==> src/rtl/mips_wb_pkg.sv <==
// mips_wb_pkg: shared encodings for the MIPS writeback stage.
//   RES_*  2-bit result-select codes (mem_result_sel_i)
//   LD_*   3-bit load-type codes (mem_load_type_i); unlisted codes behave as LD_W
package mips_wb_pkg;

    localparam logic [1:0] RES_ALU  = 2'b00;
    localparam logic [1:0] RES_LOAD = 2'b01;
    localparam logic [1:0] RES_LINK = 2'b10;

    localparam logic [2:0] LD_W  = 3'b000;
    localparam logic [2:0] LD_H  = 3'b001;
    localparam logic [2:0] LD_HU = 3'b010;
    localparam logic [2:0] LD_B  = 3'b011;
    localparam logic [2:0] LD_BU = 3'b100;

endpackage

==> src/rtl/load_extend.sv <==
// load_extend: combinational sub-word load alignment and extension (little-endian).
//   data_i       in  WIDTH  raw data-memory word
//   byte_off_i   in  2      address[1:0] of the load
//   load_type_i  in  3      LD_* code
//   ext_o        out WIDTH  aligned, sign/zero-extended load result
// Assumes WIDTH >= 32.
module load_extend
    import mips_wb_pkg::*;
#(
    parameter int unsigned WIDTH = 32
) (
    input  logic [WIDTH-1:0] data_i,
    input  logic [1:0]       byte_off_i,
    input  logic [2:0]       load_type_i,
    output logic [WIDTH-1:0] ext_o
);

    logic [7:0]  byte_sel;
    logic [15:0] half_sel;

    always_comb begin
        unique case (byte_off_i)
            2'd0:    byte_sel = data_i[7:0];
            2'd1:    byte_sel = data_i[15:8];
            2'd2:    byte_sel = data_i[23:16];
            default: byte_sel = data_i[31:24];
        endcase
        // Halfword alignment only looks at bit 1; bit 0 is ignored.
        half_sel = byte_off_i[1] ? data_i[31:16] : data_i[15:0];
    end

    always_comb begin
        ext_o = data_i;
        case (load_type_i)
            LD_H:    ext_o = {{(WIDTH-16){half_sel[15]}}, half_sel};
            LD_HU:   ext_o = {{(WIDTH-16){1'b0}}, half_sel};
            LD_B:    ext_o = {{(WIDTH-8){byte_sel[7]}}, byte_sel};
            LD_BU:   ext_o = {{(WIDTH-8){1'b0}}, byte_sel};
            default: ext_o = data_i;
        endcase
    end

endmodule

==> src/rtl/writeback_stage.sv <==
// writeback_stage: MEM/WB pipeline register plus writeback logic (register-file writer).
//   clk, reset               clock; asynchronous active-high reset
//   stall_i, flush_i         hold WB contents / insert bubble (flush wins)
//   mem_*                    MEM-stage instruction fields captured into WB
//   reg_write_WE3_o          register-file write enable ($zero writes suppressed)
//   write_register_A3_o      register-file write address (registered rd)
//   write_data_WD3_o         register-file write data (ALU / load / link)
//   wb_valid_o               WB entry valid
//   retired_count_o          retired-instruction count (wraps)
// Optional feature, macro WB_FWD_EN: adds wb_fwd_valid_o / wb_fwd_rd_o / wb_fwd_data_o
// mirroring WE3 / A3 / WD3 for the forwarding unit.
module writeback_stage
    import mips_wb_pkg::*;
#(
    parameter int unsigned WIDTH = 32,
    parameter int unsigned SIZE  = 5,
    parameter int unsigned CNT_W = 32
) (
    input  logic             clk,
    input  logic             reset,
    input  logic             stall_i,
    input  logic             flush_i,
    input  logic             mem_valid_i,
    input  logic             mem_reg_write_i,
    input  logic [SIZE-1:0]  mem_rd_i,
    input  logic [1:0]       mem_result_sel_i,
    input  logic [2:0]       mem_load_type_i,
    input  logic [1:0]       mem_byte_off_i,
    input  logic [WIDTH-1:0] mem_alu_result_i,
    input  logic [WIDTH-1:0] mem_read_data_i,
    input  logic [WIDTH-1:0] mem_pc_plus4_i,
    output logic             reg_write_WE3_o,
    output logic [SIZE-1:0]  write_register_A3_o,
    output logic [WIDTH-1:0] write_data_WD3_o,
    output logic             wb_valid_o,
    output logic [CNT_W-1:0] retired_count_o
`ifdef WB_FWD_EN
    ,
    output logic             wb_fwd_valid_o,
    output logic [SIZE-1:0]  wb_fwd_rd_o,
    output logic [WIDTH-1:0] wb_fwd_data_o
`endif
);

    logic             valid_q, valid_d;
    logic             reg_write_q, reg_write_d;
    logic [SIZE-1:0]  rd_q, rd_d;
    logic [1:0]       sel_q, sel_d;
    logic [2:0]       ltype_q, ltype_d;
    logic [1:0]       off_q, off_d;
    logic [WIDTH-1:0] alu_q, alu_d;
    logic [WIDTH-1:0] rdata_q, rdata_d;
    logic [WIDTH-1:0] pc4_q, pc4_d;
    logic [CNT_W-1:0] count_q, count_d;
    logic [WIDTH-1:0] load_ext;

    always_comb begin
        valid_d     = valid_q;
        reg_write_d = reg_write_q;
        rd_d        = rd_q;
        sel_d       = sel_q;
        ltype_d     = ltype_q;
        off_d       = off_q;
        alu_d       = alu_q;
        rdata_d     = rdata_q;
        pc4_d       = pc4_q;
        if (flush_i) begin
            // Only validity is cleared; the payload fields are simply held.
            valid_d = 1'b0;
        end else if (!stall_i) begin
            valid_d     = mem_valid_i;
            reg_write_d = mem_reg_write_i;
            rd_d        = mem_rd_i;
            sel_d       = mem_result_sel_i;
            ltype_d     = mem_load_type_i;
            off_d       = mem_byte_off_i;
            alu_d       = mem_alu_result_i;
            rdata_d     = mem_read_data_i;
            pc4_d       = mem_pc_plus4_i;
        end
        // An entry retires when it leaves WB; a flush does not cancel that.
        count_d = count_q;
        if (valid_q && !stall_i) begin
            count_d = count_q + CNT_W'(1);
        end
    end

    always_ff @(posedge clk or posedge reset) begin
        if (reset) begin
            valid_q     <= 1'b0;
            reg_write_q <= 1'b0;
            rd_q        <= '0;
            sel_q       <= '0;
            ltype_q     <= '0;
            off_q       <= '0;
            alu_q       <= '0;
            rdata_q     <= '0;
            pc4_q       <= '0;
            count_q     <= '0;
        end else begin
            valid_q     <= valid_d;
            reg_write_q <= reg_write_d;
            rd_q        <= rd_d;
            sel_q       <= sel_d;
            ltype_q     <= ltype_d;
            off_q       <= off_d;
            alu_q       <= alu_d;
            rdata_q     <= rdata_d;
            pc4_q       <= pc4_d;
            count_q     <= count_d;
        end
    end

    load_extend #(
        .WIDTH(WIDTH)
    ) u_load_extend (
        .data_i     (rdata_q),
        .byte_off_i (off_q),
        .load_type_i(ltype_q),
        .ext_o      (load_ext)
    );

    always_comb begin
        case (sel_q)
            RES_LOAD: write_data_WD3_o = load_ext;
            RES_LINK: write_data_WD3_o = pc4_q;
            default:  write_data_WD3_o = alu_q;
        endcase
    end

    assign reg_write_WE3_o     = valid_q & reg_write_q & (rd_q != '0);
    assign write_register_A3_o = rd_q;
    assign wb_valid_o          = valid_q;
    assign retired_count_o     = count_q;

`ifdef WB_FWD_EN
    assign wb_fwd_valid_o = reg_write_WE3_o;
    assign wb_fwd_rd_o    = write_register_A3_o;
    assign wb_fwd_data_o  = write_data_WD3_o;
`endif

endmodule

==> config.mk <==
export PLATFORM = sky130hd
export DESIGN_NAME = writeback_stage
export DESIGN_NICKNAME = d
export VERILOG_FILES = /design/src/rtl/mips_wb_pkg.sv /design/src/rtl/load_extend.sv /design/src/rtl/writeback_stage.sv
export SDC_FILE = /design/constraint.sdc
export NUM_CORES = 1
export LEC_CHECK = 0
export CORE_MARGIN = 3
export CORE_UTILIZATION = 45
export CTS_BUF_LIST = sky130_fd_sc_hd__clkbuf_16
export CTS_CLUSTER_DIAMETER = 100
export DETAILED_ROUTE_END_ITERATION = 16
export PLACE_DENSITY = 0.75
export SLEW_MARGIN = 20
export SYNTH_ARGS = -nofsm -noshare
export SYNTH_HDL_FRONTEND = slang
export SYNTH_SLANG_ARGS = --single-unit
export TNS_END_PERCENT = 50
==> constraint.sdc <==
create_clock -name clk -period 6.5 [get_ports clk]
set_input_delay 0.65 -clock clk [delete_from_list [all_inputs] [get_ports clk]]
set_output_delay 0.65 -clock clk [all_outputs]
set_load 0.03 [all_outputs]
==> results.md, run 1 <==
- Final setup vio count: 0
- CTS Buf Count: 17
- Final Max Slew Viols: 0
- Final hold viol count: 0
- Actual slew at the worst max-slew pin: 919.2 ps
- Routed wire length: 19290 µm
- Synth warnings: 0
- Mux share of post-synthesis cell area: 0.2097
- Post-cts repair resize count: 0
- Die area: 0.01712 mm²
- Die Width: 130.8 µm
- Diodes inserted: 0
- IO Count: 185
- Synth-to-Final Area Change: 36.55%
- Worst Path Required: 5850 ps
- CTS tree: yes
- Clock Latency Late Sink: 420 ps
- Fillers: 1152
- Final hold slack: 481.9 ps
- Synthesized flop and latch total: 142
- # clock sinks: 142
- Clock edge transition at the registers on the reported setup and hold paths: 60 ps
- Initial Util: 0.4717
- Largest stage delay on the critical path: 890 ps
- Asr flop ratio synth: 1.000
- Initial antenna violation count: 0
- Adder-cell share of the synthesized area: 0.005353
- Clock buffer depth: 2
- Synth top area share: 0.5068
- Fin crit share: 0.6901
- Clock Tree Root: clkbuf_16
- Clock skew: 4.740 ps
- Vias: 5466
- Core area: 0.01486 mm²
- Startpoint Class: register
- Port bufs: 184
- Post-layout nets: 890
- Htree depth: 4
- Most frequent CP cell: inv_1
- Area post-placement: 0.008954 mm²
- Worst Path Arrival: 3840 ps
- Total chip power: 2987 µW
- VDD IR max: 187.4 µV
- RSZ-0062 raised after global routing: false
- CP Max Fanout: 29
- Syn Nets: 718
- Most area-hungry cell type in the Yosys netlist: dfrtp_1
- Status: completed
- Lkg Pwr: 0.003916 µW
- Synthesized area per cell: 11.67 µm²
- Slowest CP cell: ha_1
- Rows: 44
- Vias in the first global route: 5783
- Pwr Density: 312.0 mW/mm²
- Top post-synthesis cells by area: dfrtp_1, mux2_2, nand2_1, mux2i_1, xnor2_1
- Main combinational cell family by area after synthesis: multiplexers
- Sequential share of the synthesized area: 0.5068
- DRC: 0
- GP Congestion: 0.8776
- Final design area excluding fillers: 0.009574 mm²
- Die H: 130.8 µm
- Synth Area in Compound Gates: 0.09832
- Mapped Cells: 601
- Post-DP HPWL: 13880 µm
- Mapped cell area: 0.007012 mm²
- Slew margin rel.: 0.3872
- Tmin final: 4485 ps
- Cts hold-fix bufs: 0
- Hold WC Path Type: register to register
- ANT nets after route: 0
- Setup TNS: 0 ps
- Main synth FF type: dfrtp_1
- Distinct cells, synth: 45
- Max Cap Viol: 0
- Post-Synth Simple-Gate Area: 0.1094
- Post CTS Setup Buffer Count: 0
- Largest net degree at the start of global routing: 95
- DR iter-0 viols: 330
- Post-synth EDFFs: 0
- Wire per inst: 19.88 µm
- Total GRT Usage: 0.2293
- Synth Area in XOR/XNOR: 0.03997
- Share of cells above drive strength 1: 0.2061
- Setup CP Type: register to output pin
- Critical path cell sequence: inv_1 > ha_1 > buf_4 > inv_1 > nand3_1 > a41o_1 > o221a_2 > clkdlybuf4s50_1
- TritonRoute pass-1 iters: 4
- Achievable frequency: 222.9 MHz
- Grt ovf: 0
- Global-route wire length before repair: 30220 µm
- DR vias/cell: 5.635
- Critical Path Sink Type: output pin
-- report_power, final --
| group | leakage (µW) | internal [µW] | switching, µW | total (µW) |
|---|---|---|---|---|
| clock network | 0.000296 | 641 | 379 | 1020 |
| logic | 0.00189 | 398 | 465 | 863 |
| registers | 0.00173 | 996 | 109 | 1100 |
-- critical path, delay by kind of cell (launching register included) --
kind                       cells  cell delay, ps
DFF                            1             350
and+or+nand+nor                1             150
buffers and inverters          4            1470
AOI/OAI and AO/OA              2             540
adders and majority gates      1             890
-- synthesized netlist by cell type (4+ instances only) --
cell type / count
mux2i_1: 24
and3_1: 11
o211ai_1: 7
dfrtp_1: 142
inv_1: 6
nand3_1: 17
mux2_2: 108
o221ai_1: 25
xor2_1: 6
o221ai_2: 6
a21oi_1: 20
o21ai_0: 17
clkbuf_1: 13
nand4_1: 9
nand2_1: 72
buf_1: 4
o221a_2: 5
nand2b_1: 5
buf_2: 15
xnor2_1: 26
nor2_1: 23
-- flip-flops by register name, indices dropped and copies added (netlist names) --
name,count
pc4_q,32
off_q,2
alu_q,32
reg_write_q,1
retired_count_o,32
wb_valid_o,1
write_register_A3_o,5
ltype_q,3
rdata_q,32
sel_q,2
-- cell families after synthesis --
| group | count (synthesis) |
|---|---|
| AO/OA/AOI/OAI | 90 |
| XOR/XNOR | 32 |
| adder cells (fa/ha/maj) | 3 |
| buffers and inverters | 44 |
| flip-flops | 142 |
| multiplexers | 133 |
| AND/OR/NAND/NOR | 157 |
-- metal layers --
layer,global-route usage,wire length [µm]
met4,0.07985,420
met5,0,0
met1,0.2806,7921
met3,0.06870,1372
met2,0.3870,9574
-- layout make-up --
class	count	area, µm²	area share
timing repair buffer	190	1887	0.1971
clock buffer	17	425.4	0.04443
multi-input combinational	415	3252	0.3396
inverter	7	31.28	0.003267
sequential	142	3553	0.3711
clock inverter	15	195.2	0.02039
tap	184	230.2	0.02405
-- layout by cell type (no fill, tap or decap), types with 7 or more instances in the layout --
master | synthesis | final
xnor2_1 | 26 | 26
o21ai_0 | 17 | 17
mux2i_1 | 24 | 24
o221ai_1 | 25 | 25
o211ai_1 | 7 | 7
nand3_1 | 17 | 17
nor2_1 | 23 | 22
a21oi_1 | 20 | 20
and3_1 | 11 | 11
nand4_1 | 9 | 9
dfrtp_1 | 142 | 142
inv_1 | 6 | 8
clkbuf_16 | 0 | 17
nand2_1 | 72 | 72
mux2_2 | 108 | 108
clkdlybuf4s50_1 | 0 | 184
-- path summary, 6_finish.rpt --
kind,startpoint,to,slack [ps],cells past startpoint
max in group asynchronous,reset,alu_q[4]$_DFFE_PP0P_,4550,3
worst max register to register,retired_count_o[4]$_DFFE_PP0P_,retired_count_o[15]$_DFFE_PP0P_,4710,4
min in group asynchronous,reset,alu_q[29]$_DFFE_PP0P_,790,2
worst min register to register,retired_count_o[31]$_DFFE_PP0P_,retired_count_o[31]$_DFFE_PP0P_,480,1
worst max-delay path,sel_q[0]$_DFFE_PP0P_,write_data_WD3_o[12],2010,8
worst min-delay path,retired_count_o[31]$_DFFE_PP0P_,retired_count_o[31]$_DFFE_PP0P_,480,1
-- through the flow --
step	setup WS [ps]	std cells	util
after CTS	2029	970	0.6441
after global placement	2575	938	0.6024
after floorplan	2040	601	-
after detailed placement	2476	938	0.6024
after global routing	1812	970	0.6441
final	2015	970	0.6441
No activity file was read; power rests on OpenSTA's default activity.
==> run 2: changes to the inputs <==
clock period = 4.5 ns   (was 6.5 ns; I/O delays follow)
==> run 2 against run 1 <==
First-iteration DRC count fell by 3.6%. Combinational power up 46%. Die area unchanged. Highest routed layer unchanged. Global-route usage grew 0.11 points. Routed wire length rose by 1.0%. Via count fell by 0.26%. Clock skew rose by 3.7 ps. Largest cell class unchanged. Sequential power up 45%. Critical endpoint is now write_data_WD3_o[27]. Design area decreased by 0.29%. Critical path depth is 2 lower.
==> results.md, run 2 (synthesis results as in run 1) <==
- Status: completed (unchanged)
- Post-DP HPWL: 13920 µm (was 13880 µm)
- Die Width: 130.8 µm (unchanged)
- Clock skew: 8.398 ps (was 4.740 ps)
- Vias in the first global route: 5710 (was 5783)
- Startpoint Class: register (unchanged)
- IO Count: 185 (unchanged)
- Routed wire length: 19480 µm (was 19290 µm)
- Total GRT Usage: 0.2304 (was 0.2293)
- ANT nets after route: 0 (unchanged)
- DRC: 0 (unchanged)
- Hold WC Path Type: register to register (unchanged)
- Rows: 44 (unchanged)
- Worst Path Required: 4050 ps (was 5850 ps)
- Register area: 0.003553 mm² (unchanged)
- Actual slew at the worst max-slew pin: 963.4 ps (was 919.2 ps)
- Critical Path Sink Type: output pin (unchanged)
- Multi-input gate area: 0.003252 mm² (unchanged)
- Vias: 5452 (was 5466)
- Pwr Density: 443.4 mW/mm² (was 312.0 mW/mm²)
- Setup TNS: 0 ps (unchanged)
- Clock edge transition at the registers on the reported setup and hold paths: 60 ps (about the same)
- Slew margin rel.: 0.3577 (was 0.3872)
- Largest net degree at the start of global routing: 106 (was 95)
- Tmin final: 3900 ps
- Synth-to-Final Area Change: 36.15% (was 36.55%)
- Lkg Pwr: 0.003921 µW (was 0.003916 µW)
- Fin crit share: 0.8668
- Setup ws final: 599.6 ps (was 2015 ps)
- TritonRoute pass-1 iters: 5 (was 4)
- Setup CP Type: register to output pin (unchanged)
- Clock Latency Late Sink: 420 ps (about the same)
- Achievable frequency: 256.4 MHz
- CTS tree: yes (unchanged)
- Core area: 0.01486 mm² (unchanged)
- Diodes inserted: 0 (unchanged)
- # clock sinks: 142 (unchanged)
- Share of cells above drive strength 1: 0.2048 (was 0.2061)
- Fillers: 1150 (was 1152)
- Worst Path Arrival: 3450 ps (was 3840 ps)
- Max Cap Viol: 0 (unchanged)
- CTS Buf Count: 17 (unchanged)
- Final Max Slew Viols: 0 (unchanged)
- Port bufs: 184 (unchanged)
- Pre-CTS WS: 1069 ps (was 2476 ps)
- Commonest non-fill, non-tap cells in the layout: clkdlybuf4s50_1, dfrtp_1, mux2_2 (unchanged)
- Die H: 130.8 µm (unchanged)
- Final hold viol count: 0 (unchanged)
- Clock Tree Root: clkbuf_16 (unchanged)
- Final setup vio count: 0 (unchanged)
- Post CTS Setup Buffer Count: 0 (unchanged)
- Htree depth: 4 (unchanged)
- Wire per inst: 20.08 µm (was 19.88 µm)
- VDD IR max: 282.9 µV (was 187.4 µV)
- DR iter-0 viols: 318 (was 330)
- Post-layout nets: 890 (unchanged)
- Post-cts repair resize count: 0 (unchanged)
- Grt ovf: 0 (unchanged)
- Initial Util: 0.4717 (unchanged)
- Initial antenna violation count: 0 (unchanged)
- Commonest non-fill, non-tap cell in the layout: clkdlybuf4s50_1 (unchanged)
- Clock buffer depth: 2 (unchanged)
- Cts hold-fix bufs: 0 (unchanged)
- RSZ-0062 raised after global routing: false (unchanged)
- Die area: 0.01712 mm² (unchanged)
- DR vias/cell: 5.621 (was 5.635)
- Global-route wire length before repair: 30370 µm (was 30220 µm)
- CP Max Fanout: 16 (was 29)
- GP Congestion: 0.9287 (was 0.8776)
## run 2: cell types whose count changed in the layout (fill, tap and decap cells not counted), sizes merged
cell and change:
clkinv +7, clkinvlp -4, inv -2, bufinv -1
## run 2: layout make-up
class / instances / area share
clock inverters: 15 / 0.01625
multi-input cells: 415 / 0.3406
repair buffers: 190 / 0.1990
clock buffers: 17 / 0.04456
inverters: 7 / 0.003277
flip-flops and latches: 142 / 0.3722
well taps: 184 / 0.02412
## run 2: metrics by stage
stage | cell area, µm² | util | hold slack (ps) | std cells | total power, µW
after global routing | 9547 | 0.6423 | 517.2 | 970 | 4427
after global placement | 8966 | 0.6032 | 464.6 | 938 | 2834
after CTS | 9547 | 0.6423 | 497.0 | 970 | 4259
after detailed placement | 8966 | 0.6032 | 480.9 | 938 | 2863
after floorplan | 7012 | - | 472.2 | 601 | 2364
final | 9547 | 0.6423 | 500.4 | 970 | 4233
## run 2: critical path, stage by stage, from the launching register on
cell and delay [ps]:
dfrtp_1 350, inv_1 60, ha_1 530, nor2_2 530
o221ai_2 490, o221ai_1 310, clkdlybuf4s50_1 750
## run 2: path summary, 6_finish.rpt
| check | end | depth (start not counted) | start | slack (ps) |
|---|---|---|---|---|
| max | write_data_WD3_o[27] | 6 | sel_q[0]$_DFFE_PP0P_ | 600 |
| min | retired_count_o[31]$_DFFE_PP0P_ | 1 | retired_count_o[31]$_DFFE_PP0P_ | 500 |
| max reg2reg | retired_count_o[25]$_DFFE_PP0P_ | 4 | retired_count_o[4]$_DFFE_PP0P_ | 2720 |
| min reg2reg | retired_count_o[31]$_DFFE_PP0P_ | 1 | retired_count_o[31]$_DFFE_PP0P_ | 500 |
| max in group asynchronous | retired_count_o[12]$_DFFE_PP0P_ | 3 | reset | 2790 |
| min in group asynchronous | pc4_q[25]$_DFFE_PP0P_ | 2 | reset | 600 |
## run 2: layer usage
metal | GRT usage | part of all wire
met1 | 0.2949 | 0.44
met4 | 0.06594 | 0.018
met2 | 0.3759 | 0.48
met5 | 0 | 0
met3 | 0.07561 | 0.066
## run 2: power breakdown
part	total [µW]	internal, µW	switching, µW
Sequential	1590	1440	148
Clock	1390	860	529
Combinational	1260	577	680
==> run 3: changes to the inputs <==
CORE_UTILIZATION = 44   (was 45)
CTS_CLUSTER_DIAMETER = 40   (was 100)
PLACE_DENSITY = 0.76   (was 0.75)
clock period = 3.4 ns   (was 4.5 ns; I/O delays follow)
==> run 3 against run 2 <==
Worst hold slack got worse by 120 ps. Cell count increased by 3.2%. Critical path depth increased by 1. Clock power increased by 38%. Count of clock-buffer cells in the layout unchanged. Sequential power increased by 33%. Utilization decreased by 1.3 points. Setup slack got worse by 390 ps. Power increased by 35%. Routed wire length increased by 1.0%. Critical endpoint is now write_data_WD3_o[7].
==> results.md, run 3 (synthesis results as in run 1) <==
- TritonRoute pass-1 iters: 4 (was 5)
- Final hold viol count: 0 (unchanged)
- Core area: 0.01537 mm² (was 0.01486 mm²)
- Slew margin rel.: 0.4395 (was 0.3577)
- Largest net degree at the start of global routing: 48 (was 106)
- Total chip power: 5718 µW (was 4233 µW)
- Pre-CTS WS: 640.7 ps (was 1069 ps)
- Critical path cell sequence: inv_1 > ha_1 > clkinv_1 > nor2_2 > o21ai_1 > o31ai_1 > clkdlybuf4s50_1 (was inv_1 > ha_1 > nor2_2 > o221ai_2 > o221ai_1 > clkdlybuf4s50_1)
- DR iter-0 viols: 312 (was 318)
- Die Width: 132.2 µm (was 130.8 µm)
- Actual slew at the worst max-slew pin: 840.8 ps (was 963.4 ps)
- Critical Path Sink Type: output pin (unchanged)
- Delay-heaviest family, CP: buffers and inverters (unchanged)
- Post-layout nets: 895 (was 890)
- Startpoint Class: register (unchanged)
- Setup CP Type: register to output pin (unchanged)
- Htree depth: 4 (unchanged)
- VDD IR max: 393.5 µV (was 282.9 µV)
- Achievable frequency: 313.9 MHz
- Worst Path Required: 3060 ps (was 4050 ps)
- Max Cap Viol: 0 (unchanged)
- DRC: 0 (unchanged)
- Setup ws final: 214.5 ps (was 599.6 ps)
- ANT nets after route: 0 (unchanged)
- Vias: 5474 (was 5452)
- FF-to-FF path depth: 4 (unchanged)
- Rows: 45 (was 44)
- Reg2reg setup slack: 1600 ps (was 2720 ps)
- Initial Util: 0.4562 (was 0.4717)
- Hold WC Path Type: primary input to async pin (was register to register)
- FF-to-FF Start: retired_count_o[4]$_DFFE_PP0P_ (unchanged)
- Clock Latency Late Sink: 420 ps (about the same)
- Lkg Pwr: 0.004010 µW (was 0.003921 µW)
- Inst Count DP: 970 (was 938)
- Clock edge transition at the registers on the reported setup and hold paths: 60 ps (about the same)
- Global-route wire length before repair: 31410 µm (was 30370 µm)
- Buf/Inv on CP: 3 (was 2)
- Slowest CP cell: clkdlybuf4s50_1 (unchanged)
- Commonest non-fill, non-tap cells in the layout: clkdlybuf4s50_1, dfrtp_1, mux2_2 (unchanged)
- Clock Tree Root: clkbuf_16 (unchanged)
- CTS Buf Count: 17 (unchanged)
- RR Endpoint: retired_count_o[15]$_DFFE_PP0P_ (was retired_count_o[25]$_DFFE_PP0P_)
- Diodes inserted: 0 (unchanged)
- DR vias/cell: 5.469 (was 5.621)
- Port bufs: 184 (unchanged)
- Clock buffer depth: 2 (unchanged)
- RSZ-0062 raised after global routing: false (unchanged)
- Commonest non-fill, non-tap cell in the layout: clkdlybuf4s50_1 (unchanged)
- Wire per inst: 19.67 µm (was 20.08 µm)
- Final setup vio count: 0 (unchanged)
- Cts hold-fix bufs: 0 (unchanged)
- Fin crit share: 0.9369
- CP Max Fanout: 10 (was 16)
- Post-DP HPWL: 14320 µm (was 13920 µm)
- Initial antenna violation count: 0 (unchanged)
- Routed wire length: 19690 µm (was 19480 µm)
- Final core occ: 0.6288 (was 0.6423)
- Share of cells above drive strength 1: 0.2456 (was 0.2048)
- # clock sinks: 142 (unchanged)
- Setup TNS: 0 ps (unchanged)
- Die H: 132.2 µm (was 130.8 µm)
- Die area: 0.01749 mm² (was 0.01712 mm²)
- Pwr Density: 591.6 mW/mm² (was 443.4 mW/mm²)
- IO Count: 185 (unchanged)
- Clock skew: 9.009 ps (was 8.398 ps)
- Finished Layout Cells: 1001 (was 970)
- Worst Path Arrival: 2850 ps (was 3450 ps)
- Largest stage delay on the critical path: 720 ps (was 750 ps)
- Vias in the first global route: 5835 (was 5710)
- Tmin final: 3185 ps
- Total GRT Usage: 0.2257 (was 0.2304)
- Synth-to-Final Area Change: 37.85% (was 36.15%)
- Grt ovf: 0 (unchanged)
- Status: completed (unchanged)
- Final Max Slew Viols: 0 (unchanged)
- CTS tree: yes (unchanged)
- GP Congestion: 0.8818 (was 0.9287)
-- run 3: cell count changes in the layout (fill, tap and decap cells not counted) --
cell,change
inv_6,-1
dfrtp_1,-1
clkdlybuf4s50_1,-29
clkinv_2,-3
clkinv_1,+3
buf_4,+26
buf_12,+8
clkinv_4,+1
dfrtp_2,+1
inv_1,-2
bufinv_16,+1
-- run 3: timing repair --
item	in CTS	in global routing
gates resized for setup	0	1
endpoints found under the setup margin	0	1
setup buffers	0	0
-- run 3: cell type report --
| type | instances | area, µm² |
|---|---|---|
| well taps | 211 | 264.0 |
| inverters | 7 | 30.03 |
| clock inverters | 14 | 175.2 |
| multi-input cells | 415 | 3252 |
| fillers | 1199 | 5705 |
| flip-flops and latches | 142 | 3555 |
| clock buffers | 17 | 425.4 |
| repair buffers | 195 | 1964 |
-- run 3: per-stage QoR --
stage | hold WS [ps] | area, µm²
3_3_place_gp | 463.4 | 9064
3_5_place_dp | 463.2 | 9064
6_report | 380.4 | 9666
5_1_grt | 442.7 | 9666
4_1_cts | 405.2 | 9664
2_1_floorplan | 406.4 | 7015
-- run 3: routing by layer --
metal	vias up	part of all wire	GRT usage
li1	2538	-	-
met3	37	0.063	0.06985
met1	2732	0.42	0.2813
met4	0	0.031	0.09238
met2	167	0.49	0.3669
met5	-	0	0
-- run 3: worst register-to-register path, delay by kind of cell (launching register included) --
kind,cells,cell delay [ps]
flip-flops,1,430
XOR/XNOR,1,160
AND/OR/NAND/NOR,3,1110
-- run 3: report_power, final --
part	switching, µW	total, µW	internal, µW
clock	707	1920	1210
combinational	918	1690	772
sequential	205	2110	1910
-- run 3: worst max-delay path by stage --
stage,end,slack (ps),cells past startpoint,from
3_3_place_gp,write_data_WD3_o[7],690,5,ltype_q[2]$_DFFE_PP0P_
3_5_place_dp,write_data_WD3_o[7],640,5,ltype_q[2]$_DFFE_PP0P_
4_1_cts,write_data_WD3_o[7],180,7,sel_q[1]$_DFFE_PP0P_
6_report,write_data_WD3_o[7],210,7,sel_q[1]$_DFFE_PP0P_
2_1_floorplan,write_data_WD3_o[16],1040,7,sel_q[0]$_DFFE_PP0P_
5_1_grt,write_data_WD3_o[7],7,7,sel_q[1]$_DFFE_PP0P_
